<file path="config.mk">
export PLATFORM = sky130hd
export DESIGN_NAME = alu_ctrl_seq
export DESIGN_NICKNAME = d
export VERILOG_FILES = /design/src/rtl/alu_ctrl_pkg.sv /design/src/rtl/alu_ctrl_decode.sv /design/src/rtl/alu_ctrl_seq.sv
export SDC_FILE = /design/constraint.sdc
export NUM_CORES = 1
export LEC_CHECK = 0
export CORE_AREA = 3 3 71 73
export DETAILED_ROUTE_END_ITERATION = 8
export DIE_AREA = 0 0 74 76
export PLACE_DENSITY_LB_ADDON = 0.1
export RECOVER_POWER = 25
export SYNTH_ARGS = -nofsm -noshare
export SYNTH_HDL_FRONTEND = slang
export SYNTH_HIERARCHICAL = 1
export SYNTH_SLANG_ARGS = --single-unit
</file>
<file path="constraint.sdc">
create_clock -name clk -period 2.2 [get_ports clk]
set_clock_uncertainty 0.1 [all_clocks]
set_input_delay 0.44 -clock clk [delete_from_list [all_inputs] [get_ports clk]]
set_output_delay 0.44 -clock clk [all_outputs]
set_load 0.005 [all_outputs]
</file>
<file path="src/rtl/alu_ctrl_pkg.sv">
// Shared definitions for the ALU control sequencer.
//   - state_e  : sequencer states (FETCH, DECODE, EXEC, MEM, HALT)
//   - opcode_e : instruction opcodes held in IR[15:12]
//   - fs_e     : ALU function-select codes driven on fs
//   - IR field positions and small decode helpers
package alu_ctrl_pkg;

    typedef enum logic [2:0] {
        ST_FETCH,
        ST_DECODE,
        ST_EXEC,
        ST_MEM,
        ST_HALT
    } state_e;

    typedef enum logic [3:0] {
        OP_ADD  = 4'b0000,
        OP_SUB  = 4'b0001,
        OP_AND  = 4'b0010,
        OP_OR   = 4'b0011,
        OP_XOR  = 4'b0100,
        OP_NOT  = 4'b0101,
        OP_SHL  = 4'b0110,
        OP_SHR  = 4'b0111,
        OP_MOVB = 4'b1000,
        OP_LD   = 4'b1001,
        OP_ST   = 4'b1010,
        OP_LDI  = 4'b1011,
        OP_BZ   = 4'b1100,
        OP_BNZ  = 4'b1101,
        OP_JMP  = 4'b1110,
        OP_HALT = 4'b1111
    } opcode_e;

    typedef enum logic [3:0] {
        FS_ADD   = 4'b0000,
        FS_SUB   = 4'b0001,
        FS_AND   = 4'b0010,
        FS_OR    = 4'b0011,
        FS_XOR   = 4'b0100,
        FS_NOT   = 4'b0101,
        FS_SHL   = 4'b0110,
        FS_SHR   = 4'b0111,
        FS_MOVB  = 4'b1000,
        FS_PASSA = 4'b1011
    } fs_e;

    // IR field positions (LSB of each field) and widths
    localparam int unsigned IR_W      = 16;
    localparam int unsigned IR_OP_LSB = 12;
    localparam int unsigned IR_DA_LSB = 9;
    localparam int unsigned IR_AA_LSB = 6;
    localparam int unsigned IR_BA_LSB = 3;
    localparam int unsigned REG_W     = 3;
    localparam int unsigned IMM_W     = 9;
    localparam int unsigned OFF_W     = 6;

    function automatic opcode_e ir_op(input logic [IR_W-1:0] ir);
        return opcode_e'(ir[IR_OP_LSB +: 4]);
    endfunction

    // Opcodes 0000..1000 map directly onto an ALU function
    function automatic logic is_alu_op(input opcode_e op);
        return (op <= OP_MOVB);
    endfunction

endpackage

</file>
<file path="src/rtl/alu_ctrl_decode.sv">
// Combinational strobe decode for the ALU control sequencer.
// Ports:
//   rst       in   synchronous reset; forces all strobes idle while high
//   state     in   current sequencer state
//   op        in   opcode of the instruction held in IR
//   mem_ready in   memory handshake (qualifies the LD writeback in MEM)
//   fs        out  ALU function select (FS_PASSA when no ALU op active)
//   b_sel     out  ALU B source: 0 = register BA, 1 = immediate
//   wb_sel    out  writeback source: 0 = ALU, 1 = memory read data
//   reg_we    out  register-file write enable
//   mem_req   out  memory access request
//   mem_we    out  memory write strobe
//   addr_sel  out  memory address source: 0 = pc, 1 = ALU result
//   halted    out  high in HALT state
module alu_ctrl_decode
    import alu_ctrl_pkg::*;
(
    input  logic       rst,
    input  state_e     state,
    input  opcode_e    op,
    input  logic       mem_ready,
    output logic [3:0] fs,
    output logic       b_sel,
    output logic       wb_sel,
    output logic       reg_we,
    output logic       mem_req,
    output logic       mem_we,
    output logic       addr_sel,
    output logic       halted
);

    always_comb begin
        fs       = FS_PASSA;
        b_sel    = 1'b0;
        wb_sel   = 1'b0;
        reg_we   = 1'b0;
        mem_req  = 1'b0;
        mem_we   = 1'b0;
        addr_sel = 1'b0;
        halted   = 1'b0;

        // Reset overrides the registered state so an in-flight access is
        // dropped in the same cycle rst is seen.
        if (!rst) begin
            case (state)
                ST_FETCH: begin
                    mem_req = 1'b1;
                end
                ST_DECODE: begin
                end
                ST_EXEC: begin
                    if (is_alu_op(op)) begin
                        fs     = op;
                        reg_we = 1'b1;
                    end else if (op == OP_LDI) begin
                        fs     = FS_MOVB;
                        b_sel  = 1'b1;
                        reg_we = 1'b1;
                    end
                end
                ST_MEM: begin
                    mem_req  = 1'b1;
                    addr_sel = 1'b1;
                    mem_we   = (op == OP_ST);
                    // Load data is written back on the completing edge
                    if (op == OP_LD && mem_ready) begin
                        reg_we = 1'b1;
                        wb_sel = 1'b1;
                    end
                end
                ST_HALT: begin
                    halted = 1'b1;
                end
                default: begin
                end
            endcase
        end
    end

endmodule

</file>
<file path="src/rtl/alu_ctrl_seq.sv">
// Multi-cycle control sequencer for the 16-bit ALU datapath.
// Fetches instructions, decodes them and drives the register file, ALU
// and memory strobes: FETCH -> DECODE -> EXEC [-> MEM] -> FETCH, HALT absorbing.
// Ports:
//   clk, rst          clock and synchronous active-high reset
//   mem_rdata         memory read data (instruction or load data)
//   mem_ready         memory handshake; access completes when mem_req & mem_ready
//   z                 ALU zero flag, sampled in EXEC for BZ/BNZ
//   mem_req, mem_we   memory request and write strobe
//   addr_sel          memory address source: 0 = pc, 1 = ALU result
//   pc                program counter
//   da, aa, ba        register addresses from IR
//   fs                ALU function select
//   b_sel, const_out  ALU B source select and zero-extended immediate
//   wb_sel, reg_we    writeback source select and register write enable
//   halted            high in HALT state
module alu_ctrl_seq
    import alu_ctrl_pkg::*;
#(
    parameter int unsigned     PC_W     = 8,
    parameter logic [PC_W-1:0] RESET_PC = '0
) (
    input  logic            clk,
    input  logic            rst,
    input  logic [15:0]     mem_rdata,
    input  logic            mem_ready,
    input  logic            z,
    output logic            mem_req,
    output logic            mem_we,
    output logic            addr_sel,
    output logic [PC_W-1:0] pc,
    output logic [2:0]      da,
    output logic [2:0]      aa,
    output logic [2:0]      ba,
    output logic [3:0]      fs,
    output logic            b_sel,
    output logic [15:0]     const_out,
    output logic            wb_sel,
    output logic            reg_we,
    output logic            halted
);

    state_e          state_q, state_d;
    logic [PC_W-1:0] pc_q, pc_d;
    logic [15:0]     ir_q, ir_d;
    opcode_e         op;
    logic [PC_W-1:0] br_off;

    assign op = ir_op(ir_q);

    // Sign-extend the 6-bit branch offset to the pc width
    assign br_off = PC_W'($signed(ir_q[OFF_W-1:0]));

    always_comb begin
        state_d = state_q;
        pc_d    = pc_q;
        ir_d    = ir_q;

        case (state_q)
            ST_FETCH: begin
                if (mem_ready) begin
                    ir_d    = mem_rdata;
                    pc_d    = pc_q + PC_W'(1);
                    state_d = ST_DECODE;
                end
            end
            ST_DECODE: begin
                state_d = (op == OP_HALT) ? ST_HALT : ST_EXEC;
            end
            ST_EXEC: begin
                state_d = ST_FETCH;
                case (op)
                    OP_LD, OP_ST: state_d = ST_MEM;
                    OP_BZ:        if (z)  pc_d = pc_q + br_off;
                    OP_BNZ:       if (!z) pc_d = pc_q + br_off;
                    OP_JMP:       pc_d = ir_q[PC_W-1:0];
                    default: begin
                    end
                endcase
            end
            ST_MEM: begin
                if (mem_ready) begin
                    state_d = ST_FETCH;
                end
            end
            ST_HALT: begin
                state_d = ST_HALT;
            end
            default: begin
                state_d = ST_FETCH;
            end
        endcase
    end

    always_ff @(posedge clk) begin
        if (rst) begin
            state_q <= ST_FETCH;
            pc_q    <= RESET_PC;
            ir_q    <= '0;
        end else begin
            state_q <= state_d;
            pc_q    <= pc_d;
            ir_q    <= ir_d;
        end
    end

    alu_ctrl_decode u_decode (
        .rst       (rst),
        .state     (state_q),
        .op        (op),
        .mem_ready (mem_ready),
        .fs        (fs),
        .b_sel     (b_sel),
        .wb_sel    (wb_sel),
        .reg_we    (reg_we),
        .mem_req   (mem_req),
        .mem_we    (mem_we),
        .addr_sel  (addr_sel),
        .halted    (halted)
    );

    assign pc        = pc_q;
    assign da        = ir_q[IR_DA_LSB +: REG_W];
    assign aa        = ir_q[IR_AA_LSB +: REG_W];
    assign ba        = ir_q[IR_BA_LSB +: REG_W];
    assign const_out = {{(16 - IMM_W){1'b0}}, ir_q[IMM_W-1:0]};

endmodule

</file>
# After elaboration in Yosys (flattened, before gate mapping)

Cells that the tools add are included.

Order comparisons: 1
Equal/unequal tests: 16
Reduce and logical (&&, ||, !) cells: 8
Multiplexer cells: 32
$add $sub $neg: 2

Operators by type and width:

| kind                                          | count |
|---|---|
| == test 4 bit, second input constant          | 7 |
| two-way mux 8 bit                             | 3 |
| one-hot mux 8 bit (3 select lines)            | 1 |
| two-way mux 1 bit                             | 17 |
| one-hot mux 8 bit (2 select lines)            | 1 |
| one-hot mux 3 bit (5 select lines)            | 1 |
| two-way mux 4 bit                             | 3 |
| two-way mux 3 bit                             | 3 |
| adder 8 x 1 -> 8 bit, second input constant   | 1 |
| adder 8 bit                                   | 1 |
| == test 3 x 2 -> 1 bit, second input constant | 2 |
| != test 3 bit, second input constant          | 2 |
| AND reduction 5 bit                           | 1 |
| <= comparator 4 bit, second input constant    | 1 |
| two-way mux 2 bit                             | 2 |
| != test 2 bit, second input constant          | 2 |
| != test 4 bit, second input constant          | 1 |
| AND reduction 2 bit                           | 2 |
| OR reduction 2 bit                            | 2 |
| == test 3 x 1 -> 1 bit, second input constant | 1 |
| == test 3 bit, second input constant          | 1 |
| zero test 3 bit                               | 1 |
| one-hot mux 1 bit (2 select lines)            | 1 |
| nonzero test 2 bit                            | 1 |
| logical AND 1 bit                             | 1 |

Input bits: 20
Logic and storage cells: 62
Bits in registers: 27
Output and inout port bits: 44

# Longest topological paths before layout

Word-level depth: 5
Mapped depth: 10
Mapped depth without buffers: 10

# Hierarchy

The synthesis kept the hierarchy.

By module, submodules not included:

| module          | cells each | area an instance (µm²) | times used | seq. area each (µm²) |
|---|---|---|---|---|
| alu_ctrl_seq    | 236        | 1790.5                 | 1          | 540.5 |
| alu_ctrl_decode | 23         | 175.2                  | 1          | 0.0 |

# Worst setup path after synthesis

OpenSTA, ideal clock, no wires.

Path kind: register -> register
From: register pc_q[0] (netlist: pc[0])
To: register pc_q[6] (netlist: pc[6])
Period minus slack after synthesis: 2.105 ns
Arrival: 1.886 ns
Library setup time: 0.119 ns
Data required time: 1.981 ns
Setup slack: 0.095 ns
Cell stages (with the launch flop): 11
Buffers on the path: 0
Path through: dfxtp_1 ha_1 inv_1 fa_1 nor2b_1 o31a_1 o21ai_0 nand2b_1 xnor2_1 a211oi_1 o221a_2

Cells in the longest elaborated chain, start to end: 4

RTL lines:

| what                                        | RTL line                               | source |
|---|---|---|
| start, declared                             | alu_ctrl_seq.sv:44                     | `logic [PC_W-1:0] pc_q, pc_d;` |
| start signal, assigned                      | alu_ctrl_seq.sv:102                    | `pc_q <= pc_d;` |
| adder 8 bit                                 | alu_ctrl_seq.sv:74, alu_ctrl_seq.sv:75 |  |
| two-way mux 8 bit, on equally long branches | alu_ctrl_seq.sv:75, alu_ctrl_seq.sv:74 |  |
| one-hot mux 8 bit (3 select lines)          | alu_ctrl_seq.sv:72                     | `case (op)` |
| one-hot mux 8 bit (2 select lines) *        | alu_ctrl_seq.sv:59                     | `case (state_q)` |

Mark *: on every way between the ends. The rest lies on a longest branch, timed or not. The select of a mux whose other input is x is not followed.
A chain may end at the register's enable or synchronous reset.

# Worst setup path after layout

From: input mem_ready
To: output reg_we

Cells in the longest elaborated chain, start to end: 4

RTL lines:

| what                               | RTL line              | source |
|---|---|---|
| start, declared                    | alu_ctrl_seq.sv:26    | `input logic mem_ready,` |
| logical AND 1 bit                  | alu_ctrl_decode.sv:66 | `if (op == OP_LD && mem_ready) begin` |
| two-way mux 1 bit                  | alu_ctrl_decode.sv:66 |  |
| one-hot mux 1 bit (2 select lines) | alu_ctrl_decode.sv:45 | `case (state)` |
| two-way mux 1 bit                  | alu_ctrl_decode.sv:44 | `if (!rst) begin` |
| end, declared                      | alu_ctrl_seq.sv:39    | `output logic reg_we,` |

No other way between the ends.

==> metrics.csv <==
stage,metric,value,unit
place,dpl cells,363,
synth,largest family of logic cells by synthesized area,simple AND/OR/NAND/NOR gates,
sta,min Tclk post-route,2.15,ns
detailed_routing,antenna-violating nets left,0,
synth,simple logic cell fraction of the synthesized area,26.9,%
sta,period utilization,97.6,%
sta,"Slew Viols, Final",0,
die,Core Region,0.00441,mm2
die,num rows,24,
sta,Final setup viols,0,
setup_path,"Arr. time, crit path",1.61,ns
place,pre-CTS setup slack,-0.382,ns
global_route,largest net degree at the start of global routing,20,
power,PD cells,436,mW/mm2
place,GPL Wtd Cong,0.809,
synth,Post-synth top flop,dfxtp_1,
clock_tree,Worst-path clk slew,0.09,ns
die,die area,0.00562,mm2
synth,mux cell area share after synthesis,0.573,%
global_route,vias in the first global route,1788,
sta,total negative slack,0,ns
synth,post-synth top area share,27.5,%
global_route,busiest grt layer,met2,
detailed_routing,Detailed Routing Iterations Pass 1,4,
die,initial core utilization,44.5,%
global_route,grt total ovfl,0,
worst_hold_path,type of the tightest min-delay check,reg2reg,
sta,final worst slack,0.0533,ns
power,Pleak,1.14,nW
synth,synthesized flop and latch total,27,
synth,Synth Warn #,6,
synth,compound-cell area share of the yosys netlist,21.1,%
synth,"EDFF count, synth",0,
setup_path,CP Launch Type,input port,
synth,synthesized area,0.00197,mm2
synth,post-synth cell types,47,
global_route,initial antenna violation count,0,
detailed_routing,drt total wl,4770,um
clock_tree,TritonCTS clock tree,done,
final_layout,share of layout cells above drive strength 1,18.0,%
sta,Max Clock Freq,466,MHz
global_route,M1 GR Usage,22.7,%
synth,adder-cell area share of the yosys netlist,6.11,%
final_layout,# nets final,352,
power,peak supply drop,0.228,mV
sta,"Hold Violations, Final",0,
place,IO buf count,56,
detailed_routing,via count,1935,
clock_tree,hold_buf cts,0,
die,Die W,74,um
power,Design Power,1.16,mW
final_layout,Layout area overhead,35.6,%
clock_tree,CTS Buf Count,3,
setup_path,Crit Path Category,in2out,
clock_tree,Worst-Skew Late Latency,0.27,ns
global_route,grt met2 use,30.0,%
detailed_routing,drt via density,5.17,
detailed_routing,routed len/inst,12.8,um
place,HPWL after detailed placement,3600,um
clock_tree,CTS sink cnt,27,
die,Ports,64,
final_layout,"non-filler cells, final",374,
run_status,status,"complete, no violations",
die,Die Y,76,um
synth,Async SR Flop Fraction,0,%
setup_path,Critical Path RT,1.66,ns
global_route,first-pass GRT wire length,8140,um
synth,Syn Inst Count,259,
final_layout,Final Instance Area,0.00267,mm2
synth,post-synth top area cell,dfxtp_1,
synth,Post-Synth XOR/XNOR Area,3.56,%
final_layout,filler instances,414,
global_route,GR Util All Layers,17.6,%
synth,"Seq/Total Area, Yosys",27.5,%
clock_tree,maximum clock insertion buffer count,2,
detailed_routing,DRC viols,0,
run,number of max-cap violations,0,
setup_path,CP max FO,2,
sta,hold_ws,0.358,ns
synth,syn_area_per_cell,7.59,um2
final_layout,n_diodes,0,
setup_path,Worst setup EP type,output pin,
clock_tree,H-tree level count,1,
synth,Synth area leaders,"dfxtp_1 (27%), buf_4 (10%), nand2_1 (7.8%)",
clock_tree,CTS root buffer,clkbuf_8,
final_layout,Util after Layout,60.4,%
place,area post-placement,0.00256,mm2
global_route,GR Util met3,3.17,%
detailed_routing,DRT iter0 DRCs,85,
-- final timing paths --
| check | to | start | slack (ns) | cells after the start |
|---|---|---|---|---|
| setup / recovery | reg_we | mem_ready | 0.05 | 5 |
| hold / removal | ir_q[11]$_SDFFE_PP0P_ | ir_q[11]$_SDFFE_PP0P_ | 0.36 | 2 |
| setup reg to reg | pc[6]$_SDFFE_PP0P_ | pc[0]$_SDFFE_PP0P_ | 0.10 | 10 |
| hold reg to reg | ir_q[11]$_SDFFE_PP0P_ | ir_q[11]$_SDFFE_PP0P_ | 0.36 | 2 |
-- synth_stat cells, types with 2 or more instances --
master    instances
a211oi_1         10
a21o_1            3
a21oi_1          29
a31oi_1           2
buf_2             2
buf_4            27
clkbuf_1          6
dfxtp_1          27
ha_1              8
inv_1             8
nand2_1          41
nand2b_1          2
nand3_1           6
nand4_1           3
nand4b_1          2
nor2_1           20
nor2b_1           5
nor3_1            5
nor4b_4           2
o21ai_0          17
o311ai_0          2
xor2_1            7
-- power breakdown --
part | switching, mW | internal, mW | leakage, nW
clock network | 0.154 | 0.130 | 0.0228
logic | 0.148 | 0.180 | 0.891
registers | 0.0310 | 0.520 | 0.224
total | 0.333 | 0.829 | 1.14
-- critical path, stage by stage --
cell and delay, ns:
clkdlybuf4s50_1 0.42, and3b_1 0.17, and4_4 0.18, a21o_1 0.14, dlygate4sd2_1 0.25
-- sequential cells by signal, summed over array words and instances (netlist names) --
register and cells:
ir_q 16, pc 8, state_q 3
-- cell usage in the layout, fill, tap and decap left out, types with 2 or more instances in the layout --
cell             count
nand4b_1             2
dfxtp_2              7
nor2_1              20
clkbuf_8             3
nor2b_1              4
a211oi_1             9
conb_1               7
ha_1                 7
clkbuf_1             2
nor3_1               5
a21oi_1             28
clkdlybuf4s50_1     34
dlygate4sd3_1       12
nand2b_1             2
xor2_1               7
o311ai_0             2
dlygate4sd2_1        9
nand3_1              6
nor4b_4              2
inv_1                8
a21o_1               3
a31oi_1              2
nand2_1             41
o21ai_1              4
o21ai_0             14
buf_4               32
nand4_1              3
dfxtp_1             20
-- cell type report --
| type | instances | area [um2] | area share, % |
|---|---|---|---|
| Tap cell | 52 | 65.1 | 2.44 |
| Timing Repair Buffer | 89 | 788 | 29.6 |
| Multi-Input combinational cell | 194 | 1190 | 44.6 |
| Clock buffer | 4 | 45.0 | 1.69 |
| Sequential cell | 27 | 549 | 20.6 |
| Inverter | 8 | 30.0 | 1.13 |
-- cell families (layout without fill, tap and decap cells) --
kind of cell,count (synthesis),after routing
simple gates,99,99
compound gates,70,70
mux,1,1
other cells,1,7
xor+xnor,8,8
flops,27,27
buf+inv,44,101
fa+ha+maj,9,9
-- routing by layer --
| layer | part of all wire (%) | vias to the layer above |
|---|---|---|
| met1 | 45 | 878 |
| met4 | 0.88 | 0 |
| met5 | 0 | - |
| li1 | - | 1002 |
| met3 | 5.2 | 5 |
| met2 | 49 | 50 |
-- timing repair --
action | CTS | global route
buffers inserted | 5 | 2
pin swaps | 2 | 6
resized for setup | 16 | 11
cloned | 0 | 0
setup endpoints to repair | 13 | 5
Power figures use the tool's default switching activity.
